File: config.mk
export PLATFORM = sky130hd
export DESIGN_NAME = uart_rx_frame_check
export DESIGN_NICKNAME = d
export VERILOG_FILES = /design/src/rtl/uart_rx_pkg.sv /design/src/rtl/uart_err_counter.sv /design/src/rtl/uart_rx_frame_check.sv
export SDC_FILE = /design/constraint.sdc
export NUM_CORES = 1
export LEC_CHECK = 0
export ABC_AREA = 0
export BUFFER_PORTS_ARGS = -buffer_cell sky130_fd_sc_hd__buf_2
export CAP_MARGIN = 10
export CORE_MARGIN = 5
export CORE_UTILIZATION = 39
export CTS_CLUSTER_DIAMETER = 60
export DETAILED_ROUTE_END_ITERATION = 6
export GPL_ROUTABILITY_DRIVEN = 1
export PLACE_DENSITY = 0.61
export SETUP_SLACK_MARGIN = 0.02
export SLEW_MARGIN = 20
export SYNTH_ARGS = -nofsm -noshare
export SYNTH_HDL_FRONTEND = slang
export SYNTH_SLANG_ARGS = --single-unit
File: constraint.sdc
create_clock -name clk -period 1.71 [get_ports clk]
set_clock_uncertainty 0.15 [all_clocks]
set_input_delay 0.342 -clock clk [delete_from_list [all_inputs] [get_ports clk]]
set_output_delay 0.342 -clock clk [all_outputs]
set_load 0.005 [all_outputs]
File: src/rtl/uart_rx_pkg.sv
// Shared types and constants for the UART receive frame checker.
package uart_rx_pkg;

  typedef enum logic [2:0] {
    ST_IDLE   = 3'd0,
    ST_DATA   = 3'd1,
    ST_PARITY = 3'd2,
    ST_STOP1  = 3'd3,
    ST_STOP2  = 3'd4
  } rx_state_t;

  localparam logic PAR_EVEN = 1'b0;
  localparam logic PAR_ODD  = 1'b1;

endpackage

File: src/rtl/uart_err_counter.sv
// Saturating event counter with synchronous clear; clear beats increment.
module uart_err_counter #(
  parameter int unsigned WIDTH = 8
) (
  input  logic             clk,
  input  logic             rst,
  input  logic             clr,
  input  logic             inc,
  output logic [WIDTH-1:0] count
);

  always_ff @(posedge clk) begin
    if (!rst) begin
      count <= '0;
    end else if (clr) begin
      count <= '0;
    end else if (inc && (count != '1)) begin
      count <= count + WIDTH'(1);
    end
  end

endmodule

File: src/rtl/uart_rx_frame_check.sv
// UART receive framer: assembles a frame from pre-sampled bit strobes and
// reports parity, stop and break conditions with saturating error counts.
module uart_rx_frame_check
  import uart_rx_pkg::*;
#(
  parameter int unsigned DATA_WIDTH = 8,
  parameter int unsigned CNT_WIDTH  = 8
) (
  input  logic                  clk,
  input  logic                  rst,
  input  logic                  bit_valid,
  input  logic                  sampled_bit,
  input  logic                  par_en,
  input  logic                  par_typ,
  input  logic                  two_stop,
  input  logic                  cnt_clr,
  output logic                  busy,
  output logic [DATA_WIDTH-1:0] data,
  output logic                  frame_done,
  output logic                  data_valid,
  output logic                  par_err,
  output logic                  stop_err,
  output logic                  break_det,
  output logic [CNT_WIDTH-1:0]  par_err_cnt,
  output logic [CNT_WIDTH-1:0]  stop_err_cnt
);

  localparam int unsigned BCW = $clog2(DATA_WIDTH);

  rx_state_t             state, state_n;
  logic [DATA_WIDTH-1:0] shreg;
  logic [BCW-1:0]        bit_cnt;
  logic                  par_en_l, par_typ_l, two_stop_l;
  logic                  par_x;      // running XOR of data and parity bits
  logic                  nz;         // any 1 seen in data/parity/first stop
  logic                  stop_acc;   // first stop bit was 0

  logic                  start_seen;
  logic                  frame_end;
  logic                  par_err_n, stop_err_n, break_n, ok_n;

  always_ff @(posedge clk) begin
    if (!rst) begin
      state <= ST_IDLE;
    end else begin
      state <= state_n;
    end
  end

  always_comb begin
    state_n    = state;
    start_seen = 1'b0;
    frame_end  = 1'b0;
    case (state)
      ST_IDLE: begin
        if (bit_valid && !sampled_bit) begin
          state_n    = ST_DATA;
          start_seen = 1'b1;
        end
      end
      ST_DATA: begin
        if (bit_valid && (bit_cnt == BCW'(DATA_WIDTH - 1))) begin
          state_n = par_en_l ? ST_PARITY : ST_STOP1;
        end
      end
      ST_PARITY: begin
        if (bit_valid) begin
          state_n = ST_STOP1;
        end
      end
      ST_STOP1: begin
        if (bit_valid) begin
          if (two_stop_l) begin
            state_n = ST_STOP2;
          end else begin
            state_n   = ST_IDLE;
            frame_end = 1'b1;
          end
        end
      end
      ST_STOP2: begin
        if (bit_valid) begin
          state_n   = ST_IDLE;
          frame_end = 1'b1;
        end
      end
      default: state_n = ST_IDLE;
    endcase
  end

  // Final flags fold in the stop bit currently on sampled_bit; stop_acc is
  // cleared at start, so it is only non-zero when ending in STOP2.
  always_comb begin
    par_err_n  = par_en_l && (par_x != par_typ_l);
    stop_err_n = stop_acc | ~sampled_bit;
    break_n    = ~(nz | sampled_bit);
    ok_n       = ~(par_err_n | stop_err_n | break_n);
  end

  always_ff @(posedge clk) begin
    if (!rst) begin
      shreg      <= '0;
      bit_cnt    <= '0;
      par_en_l   <= 1'b0;
      par_typ_l  <= PAR_EVEN;
      two_stop_l <= 1'b0;
      par_x      <= 1'b0;
      nz         <= 1'b0;
      stop_acc   <= 1'b0;
      data       <= '0;
      frame_done <= 1'b0;
      data_valid <= 1'b0;
      par_err    <= 1'b0;
      stop_err   <= 1'b0;
      break_det  <= 1'b0;
    end else begin
      frame_done <= frame_end;
      data_valid <= frame_end & ok_n;

      if (start_seen) begin
        par_en_l   <= par_en;
        par_typ_l  <= par_typ;
        two_stop_l <= two_stop;
        bit_cnt    <= '0;
        par_x      <= 1'b0;
        nz         <= 1'b0;
        stop_acc   <= 1'b0;
      end

      if (bit_valid) begin
        case (state)
          ST_DATA: begin
            shreg   <= {sampled_bit, shreg[DATA_WIDTH-1:1]};
            bit_cnt <= bit_cnt + BCW'(1);
            par_x   <= par_x ^ sampled_bit;
            nz      <= nz | sampled_bit;
          end
          ST_PARITY: begin
            par_x <= par_x ^ sampled_bit;
            nz    <= nz | sampled_bit;
          end
          ST_STOP1: begin
            stop_acc <= ~sampled_bit;
            nz       <= nz | sampled_bit;
          end
          default: ;
        endcase
      end

      if (frame_end) begin
        par_err   <= par_err_n;
        stop_err  <= stop_err_n;
        break_det <= break_n;
        if (ok_n) begin
          data <= shreg;
        end
      end
    end
  end

  assign busy = (state != ST_IDLE);

  uart_err_counter #(
    .WIDTH (CNT_WIDTH)
  ) u_par_cnt (
    .clk   (clk),
    .rst   (rst),
    .clr   (cnt_clr),
    .inc   (frame_end & par_err_n),
    .count (par_err_cnt)
  );

  uart_err_counter #(
    .WIDTH (CNT_WIDTH)
  ) u_stop_cnt (
    .clk   (clk),
    .rst   (rst),
    .clr   (cnt_clr),
    .inc   (frame_end & stop_err_n),
    .count (stop_err_cnt)
  );

endmodule

==> results.json, run 1 <==
{
  "status": "complete, but fails checks",
  "violations": "setup timing",
  "grt_max_degree": 25,
  "reg2reg_depth": 5,
  "fin_setup_tns_ns": -1.00,
  "antenna_found_initial": 0,
  "yosysWarnings": 0,
  "p_per_area_nw_per_um2": 704,
  "drv_slew": 0,
  "worstSetupPathType": "flip-flop to flip-flop",
  "start_util_pct": 39.9,
  "wire_per_inst_um": 13.0,
  "reg2reg_slack_ns": -0.11,
  "wirelength_um": 5300,
  "hpwlAfterDp_um": 3570,
  "cts_sinks": 49,
  "overflow": 0,
  "port_buffers": 37,
  "setup_viol": 17,
  "cp_max_fo": 5,
  "final_cell_mix": "dfxtp_1 (46), nand2_1 (45), buf_2 (37)",
  "tritoncts": "built",
  "layout_commonest_cell": "dfxtp_1",
  "vias_per_cell": 5.17,
  "synth-seq-area-share_pct": 44.9,
  "track_usage_pct": 14.3,
  "clkLatencyLatePin_ns": 0.31,
  "synth_top_area_cell": "dfxtp_1",
  "worst_slack_ns": -0.107,
  "via_count": 2097,
  "arrival_ns": 1.91,
  "multi_input_area_sq_um": 1270,
  "async_reset_ff_share_pct": 0,
  "drc": 0,
  "max_slew_margin_pct": 69.1,
  "hold_viol": 0,
  "cts_buffers": 5,
  "fin_crit_sh_pct": 106,
  "place_ws_ns": -0.0858,
  "clk_pin_slew_ns": 0.10,
  "cp.required_ns": 1.80,
  "yosys.area_share.simple_pct": 24.7,
  "die_h_um": 84.8,
  "start_kind": "flip-flop",
  "synthMuxAreaShare_pct": 5.50,
  "core_area_sq_um": 5470,
  "drive_gt1_share_pct": 33.5,
  "synthXorXnorAreaFrac_pct": 0.802,
  "cts_hold_buf": 0,
  "worstSetupEndpointType": "flip-flop",
  "grt_pass1_wl_um": 8540,
  "synthAdderAreaFrac_pct": 2.29,
  "holdCritStartpoint": "par_typ",
  "h-tree-depth": 2,
  "ys_types": 43,
  "worst_ir_drop_vdd_mv": 0.341,
  "synth_compound_area_share_pct": 18.3,
  "postSynthCellCount": 261,
  "maxCapViolCount": 0,
  "n_antenna_cell": 0,
  "final_nets": 345,
  "final.fill_count": 510,
  "drt_first_pass_iters": 4,
  "ys.flop_type": "dfxtp_1",
  "pin_count": 38,
  "reg2reg_to": "u_stop_cnt.count[4]$_SDFFE_PP0P_",
  "leakagePower_nw": 1.19,
  "dieArea_sq_um": 7200,
  "min_path_type": "input port to flip-flop",
  "fin_crit_ns": 1.82,
  "cts_root_buffer": "clkbuf_8",
  "cts.path.max_buffers": 2,
  "syn_area_sq_um": 2180,
  "fmax_mhz": 551,
  "rows": 27,
  "grt_pass1_vias": 1840,
  "whs_endpoint": "par_typ_l$_SDFFE_PN0P_",
  "rsz0062_at_grt": "true",
  "postRouteAntennaNets": 0,
  "synth_nets": 273,
  "yosysTopAreaCellShare_pct": 44.9,
  "post_synth.cell_area_avg_sq_um": 8.37,
  "rr_startpoint": "state[2]$_SDFFE_PN0P_",
  "fin_util_pct": 55.2,
  "die_w_um": 84.8,
  "worst_pin_slew_ns": 0.462,
  "synth_edf_count": 0,
  "drtIter0Drc": 75,
  "whs_path_depth": 3,
  "area_growth_pct": 38.3,
  "synthTopCellsByArea": "dfxtp_1 (45%), nand2_1 (7.7%), a21oi_1 (7.1%)",
  "place.gp.congestion": 0.809,
  "ys_ff_latch": 49,
  "synth_top_family_by_area": "simple AND/OR/NAND/NOR gates",
  "ff_latch_area_sq_um": 987
}
-- stage by stage --
step / hold slack (ns) / power (mW) / std cells / instance area, sq um
after floorplan: 0.287 / 1.25 / 261 / 2210
after global placement: 0.289 / 1.29 / 386 / 2650
after detailed placement: 0.295 / 1.30 / 386 / 2650
after CTS: 0.110 / 2.14 / 399 / 2850
after global routing: 0.138 / 2.21 / 406 / 3020
final: 0.110 / 2.13 / 406 / 3020
-- power by group --
part / internal, mW / switching, mW / leakage (nW)
clock network: 0.439 / 0.410 / 0.0585
registers: 1.15 / 0.00943 / 0.397
logic: 0.0463 / 0.0745 / 0.734
total: 1.63 / 0.494 / 1.19
-- state kept, by name (all words and copies together) (netlist names), 3 cells and up --
signal	count
bit_cnt	3
u_par_cnt.count	8
state	3
data	8
shreg	8
u_stop_cnt.count	8
-- cell families (layout without fill, tap and decap cells) --
| logic type | count (synthesis) | after routing |
|---|---|---|
| mux | 12 | 12 |
| simple gates | 110 | 110 |
| flops | 49 | 49 |
| buf+inv | 20 | 93 |
| xor+xnor | 2 | 2 |
| fa+ha+maj | 4 | 4 |
| compound gates | 64 | 64 |
-- worst max-delay path, stage by stage, from the launching register on --
cell and delay (ns):
dfxtp_2 0.35, and4bb_4 0.38, o211ai_1 0.11, buf_4 0.17, or4_1 0.46, a21oi_1 0.13
-- worst max-delay path by stage --
stage / startpoint / endpoint / depth (start not counted)
6_report: state[2]$_SDFFE_PN0P_ / u_stop_cnt.count[4]$_SDFFE_PP0P_ / 5
5_1_grt: state[2]$_SDFFE_PN0P_ / u_stop_cnt.count[4]$_SDFFE_PP0P_ / 5
4_1_cts: state[2]$_SDFFE_PN0P_ / u_stop_cnt.count[4]$_SDFFE_PP0P_ / 5
3_5_place_dp: state[2]$_SDFFE_PN0P_ / data[3]$_SDFFE_PN0P_ / 6
3_3_place_gp: state[2]$_SDFFE_PN0P_ / data[2]$_SDFFE_PN0P_ / 6
2_1_floorplan: state[1]$_SDFFE_PN0P_ / u_par_cnt.count[5]$_SDFFE_PP0P_ / 5
-- layer usage --
| layer | GRT usage [%] | routed length (um) | vias up |
|---|---|---|---|
| li1 | - | - | 1082 |
| met1 | 18.4 | 2500 | 967 |
| met2 | 23.2 | 2450 | 42 |
| met3 | 4.37 | 277 | 6 |
| met4 | 4.32 | 66 | 0 |
| met5 | 0 | 0 | - |
-- cell type report --
| cell class | count | area share (%) |
|---|---|---|
| clock inverters | 3 | 1.45 |
| flip-flops and latches | 49 | 32.7 |
| multi-input cells | 192 | 41.9 |
| inverters | 5 | 0.621 |
| clock buffers | 5 | 2.28 |
| well taps | 72 | 2.98 |
| repair buffers | 80 | 18.1 |
-- timing repair --
item	CTS	global route
setup endpoints to repair	19	27
buffers inserted	4	7
resized for setup	14	25
cloned	1	0
endpoints found under the hold margin	0	0
pin swaps	17	9
-- cell usage after synthesis (2+ instances only) --
cell      count
dfxtp_1      49
nand2_1      45
a21oi_1      31
nor2_1       21
clkbuf_1     13
mux2i_1      12
nand3_1       9
o21ai_0       7
o31ai_1       7
or3_1         6
nor3_1        5
or4_1         5
ha_1          4
inv_1         4
nand4_1       4
a211oi_1      3
o211ai_1      3
a31oi_1       2
a41o_1        2
and2_1        2
buf_2         2
nand2b_1      2
nor3b_1       2
xor2_1        2
No activity file was read; power rests on OpenSTA's default activity.
==> run 2, diff against run 1 <==
PLACE_DENSITY = 0.73   (was 0.61)
SKIP_LAST_GASP = 1   (was not set)
==> results.json, run 2 (synthesis gave the netlist of run 1 again) <==
{
  "status": "complete, but fails checks",
  "violations": "setup timing",
  "worstSetupEndpointType": "flip-flop",
  "dpl-instance-area_sq_um": 2670,
  "layout_commonest_cell": "nand2_1",
  "track_usage_pct": 14.6,
  "start_util_pct": 39.9,
  "fin_crit_sh_pct": 105,
  "pwr-share-comb_pct": 6.2,
  "seqPwrFrac_pct": 54.3,
  "worst_pin_slew_ns": 0.431,
  "cp_num_buf_inv": 1,
  "final_cell_area_sq_um": 2970,
  "setup_viol": 11,
  "intPower_mw": 1.64,
  "antenna_found_initial": 0,
  "p_per_area_nw_per_um2": 716,
  "drtIter0Drc": 100,
  "placedCellCount": 388,
  "postRouteAntennaNets": 0,
  "pin_count": 38,
  "n_antenna_cell": 0,
  "min_path_type": "input port to flip-flop",
  "rr_startpoint": "state[1]$_SDFFE_PN0P_",
  "port_buffers": 37,
  "slowest_delay_ns": 0.57,
  "fin_util_pct": 54.3,
  "holdCritStartpoint": "par_en",
  "hold_viol": 0,
  "rows": 27,
  "h-tree-depth": 2,
  "worstSetupPathType": "flip-flop to flip-flop",
  "cp_top_family": "simple AND/OR/NAND/NOR gates",
  "fin_crit_ns": 1.80,
  "fin_setup_tns_ns": -0.418,
  "drv_slew": 0,
  "cp_max_fo": 7,
  "place_ws_ns": -0.113,
  "core_area_sq_um": 5470,
  "worst_ir_drop_vdd_mv": 0.403,
  "leakagePower_nw": 1.16,
  "wire_per_inst_um": 13.1,
  "drc": 0,
  "reg2reg_depth": 5,
  "reg2reg_slack_ns": -0.09,
  "wirelength_um": 5260,
  "arrival_ns": 1.89,
  "tritoncts": "built",
  "grt_pass1_vias": 1925,
  "clock_power_share_pct": 39.5,
  "vias_per_cell": 5.23,
  "fmax_mhz": 556,
  "hpwlAfterDp_um": 3710,
  "whs_ns": 0.116,
  "cp.required_ns": 1.80,
  "power_switching_share_pct": 22.8,
  "final_cell_mix": "nand2_1 (45), dfxtp_1 (44), buf_2 (36)",
  "power.switching_mw": 0.486,
  "start_kind": "flip-flop",
  "drt_first_pass_iters": 4,
  "power.total_mw": 2.13,
  "max_slew_margin_pct": 71.1,
  "clkLatencyLatePin_ns": 0.30,
  "path_cells": "nor3b_4, buf_6, o2111ai_4, or4_4, a21oi_2",
  "whs_path_depth": 3,
  "cts_root_buffer": "clkbuf_8",
  "grt_pass1_wl_um": 8730,
  "grt_max_degree": 25,
  "overflow": 0,
  "stdcell_count": 401,
  "worst_slack_ns": -0.0876,
  "final_nets": 340,
  "slowest_stage": "or4_4",
  "maxCapViolCount": 0,
  "cts_buffers": 5,
  "via_count": 2098,
  "cts.path.max_buffers": 2,
  "place.gp.congestion": 0.865,
  "whs_endpoint": "par_en_l$_SDFFE_PN0P_",
  "die_h_um": 84.8,
  "rsz0062_at_grt": "true",
  "cts_sinks": 49,
  "dieArea_sq_um": 7200,
  "reg2reg_to": "u_par_cnt.count[3]$_SDFFE_PP0P_",
  "die_w_um": 84.8,
  "clk_pin_slew_ns": 0.09,
  "area_growth_pct": 36.0,
  "drive_gt1_share_pct": 34.0
}
-- run 2: area by class of cell --
class,count,area (sq um)
Clock buffer,5,68.8
Clock inverter,3,45.0
Fill cell,492,2500
Inverter,5,18.8
Multi-Input combinational cell,192,1260
Sequential cell,49,992
Tap cell,72,90.1
Timing Repair Buffer,75,492
-- run 2: what timing repair did --
item	4_1_cts	5_1_grt
endpoints found under the setup margin	18	35
hold buffers	0	0
cloned	1	0
endpoints found under the hold margin	0	0
buffers inserted	3	1
pin swaps	16	14
gates resized for setup	17	20
-- run 2: worst reg2reg max path: cells and delay by family, from the launching register on --
family          cells  cell delay [ns]
buf+inv             1             0.15
compound gates      2             0.29
flops               1             0.37
simple gates        2             0.78
-- run 2: per-layer routing --
metal  wire, um  global-route usage, %
met1       2400                   18.8
met4         55                   4.60
met5          0                      0
met3        277                   3.40
met2       2520                   24.4
-- run 2: power by group through the flow --
stage / clock (mW) / combinational (mW) / sequential (mW)
2_1_floorplan: 0 / 0.0690 / 1.18
3_3_place_gp: 0 / 0.118 / 1.18
3_5_place_dp: 0 / 0.119 / 1.18
4_1_cts: 0.856 / 0.125 / 1.16
5_1_grt: 0.913 / 0.146 / 1.16
6_report: 0.840 / 0.132 / 1.16
-- run 2: worst max-delay path by stage --
stage / slack (ns) / cells past startpoint / startpoint / endpoint
finish: -0.09 / 5 / state[1]$_SDFFE_PN0P_ / u_par_cnt.count[3]$_SDFFE_PP0P_
floorplan: -0.04 / 5 / state[1]$_SDFFE_PN0P_ / u_par_cnt.count[5]$_SDFFE_PP0P_
detailed placement: -0.11 / 4 / state[0]$_SDFFE_PN0P_ / u_par_cnt.count[3]$_SDFFE_PP0P_
CTS: -0.1 / 3 / state[0]$_SDFFE_PN0P_ / busy
global route: -0.17 / 5 / state[1]$_SDFFE_PN0P_ / u_par_cnt.count[3]$_SDFFE_PP0P_
global placement: -0.07 / 4 / state[2]$_SDFFE_PN0P_ / u_par_cnt.count[4]$_SDFFE_PP0P_
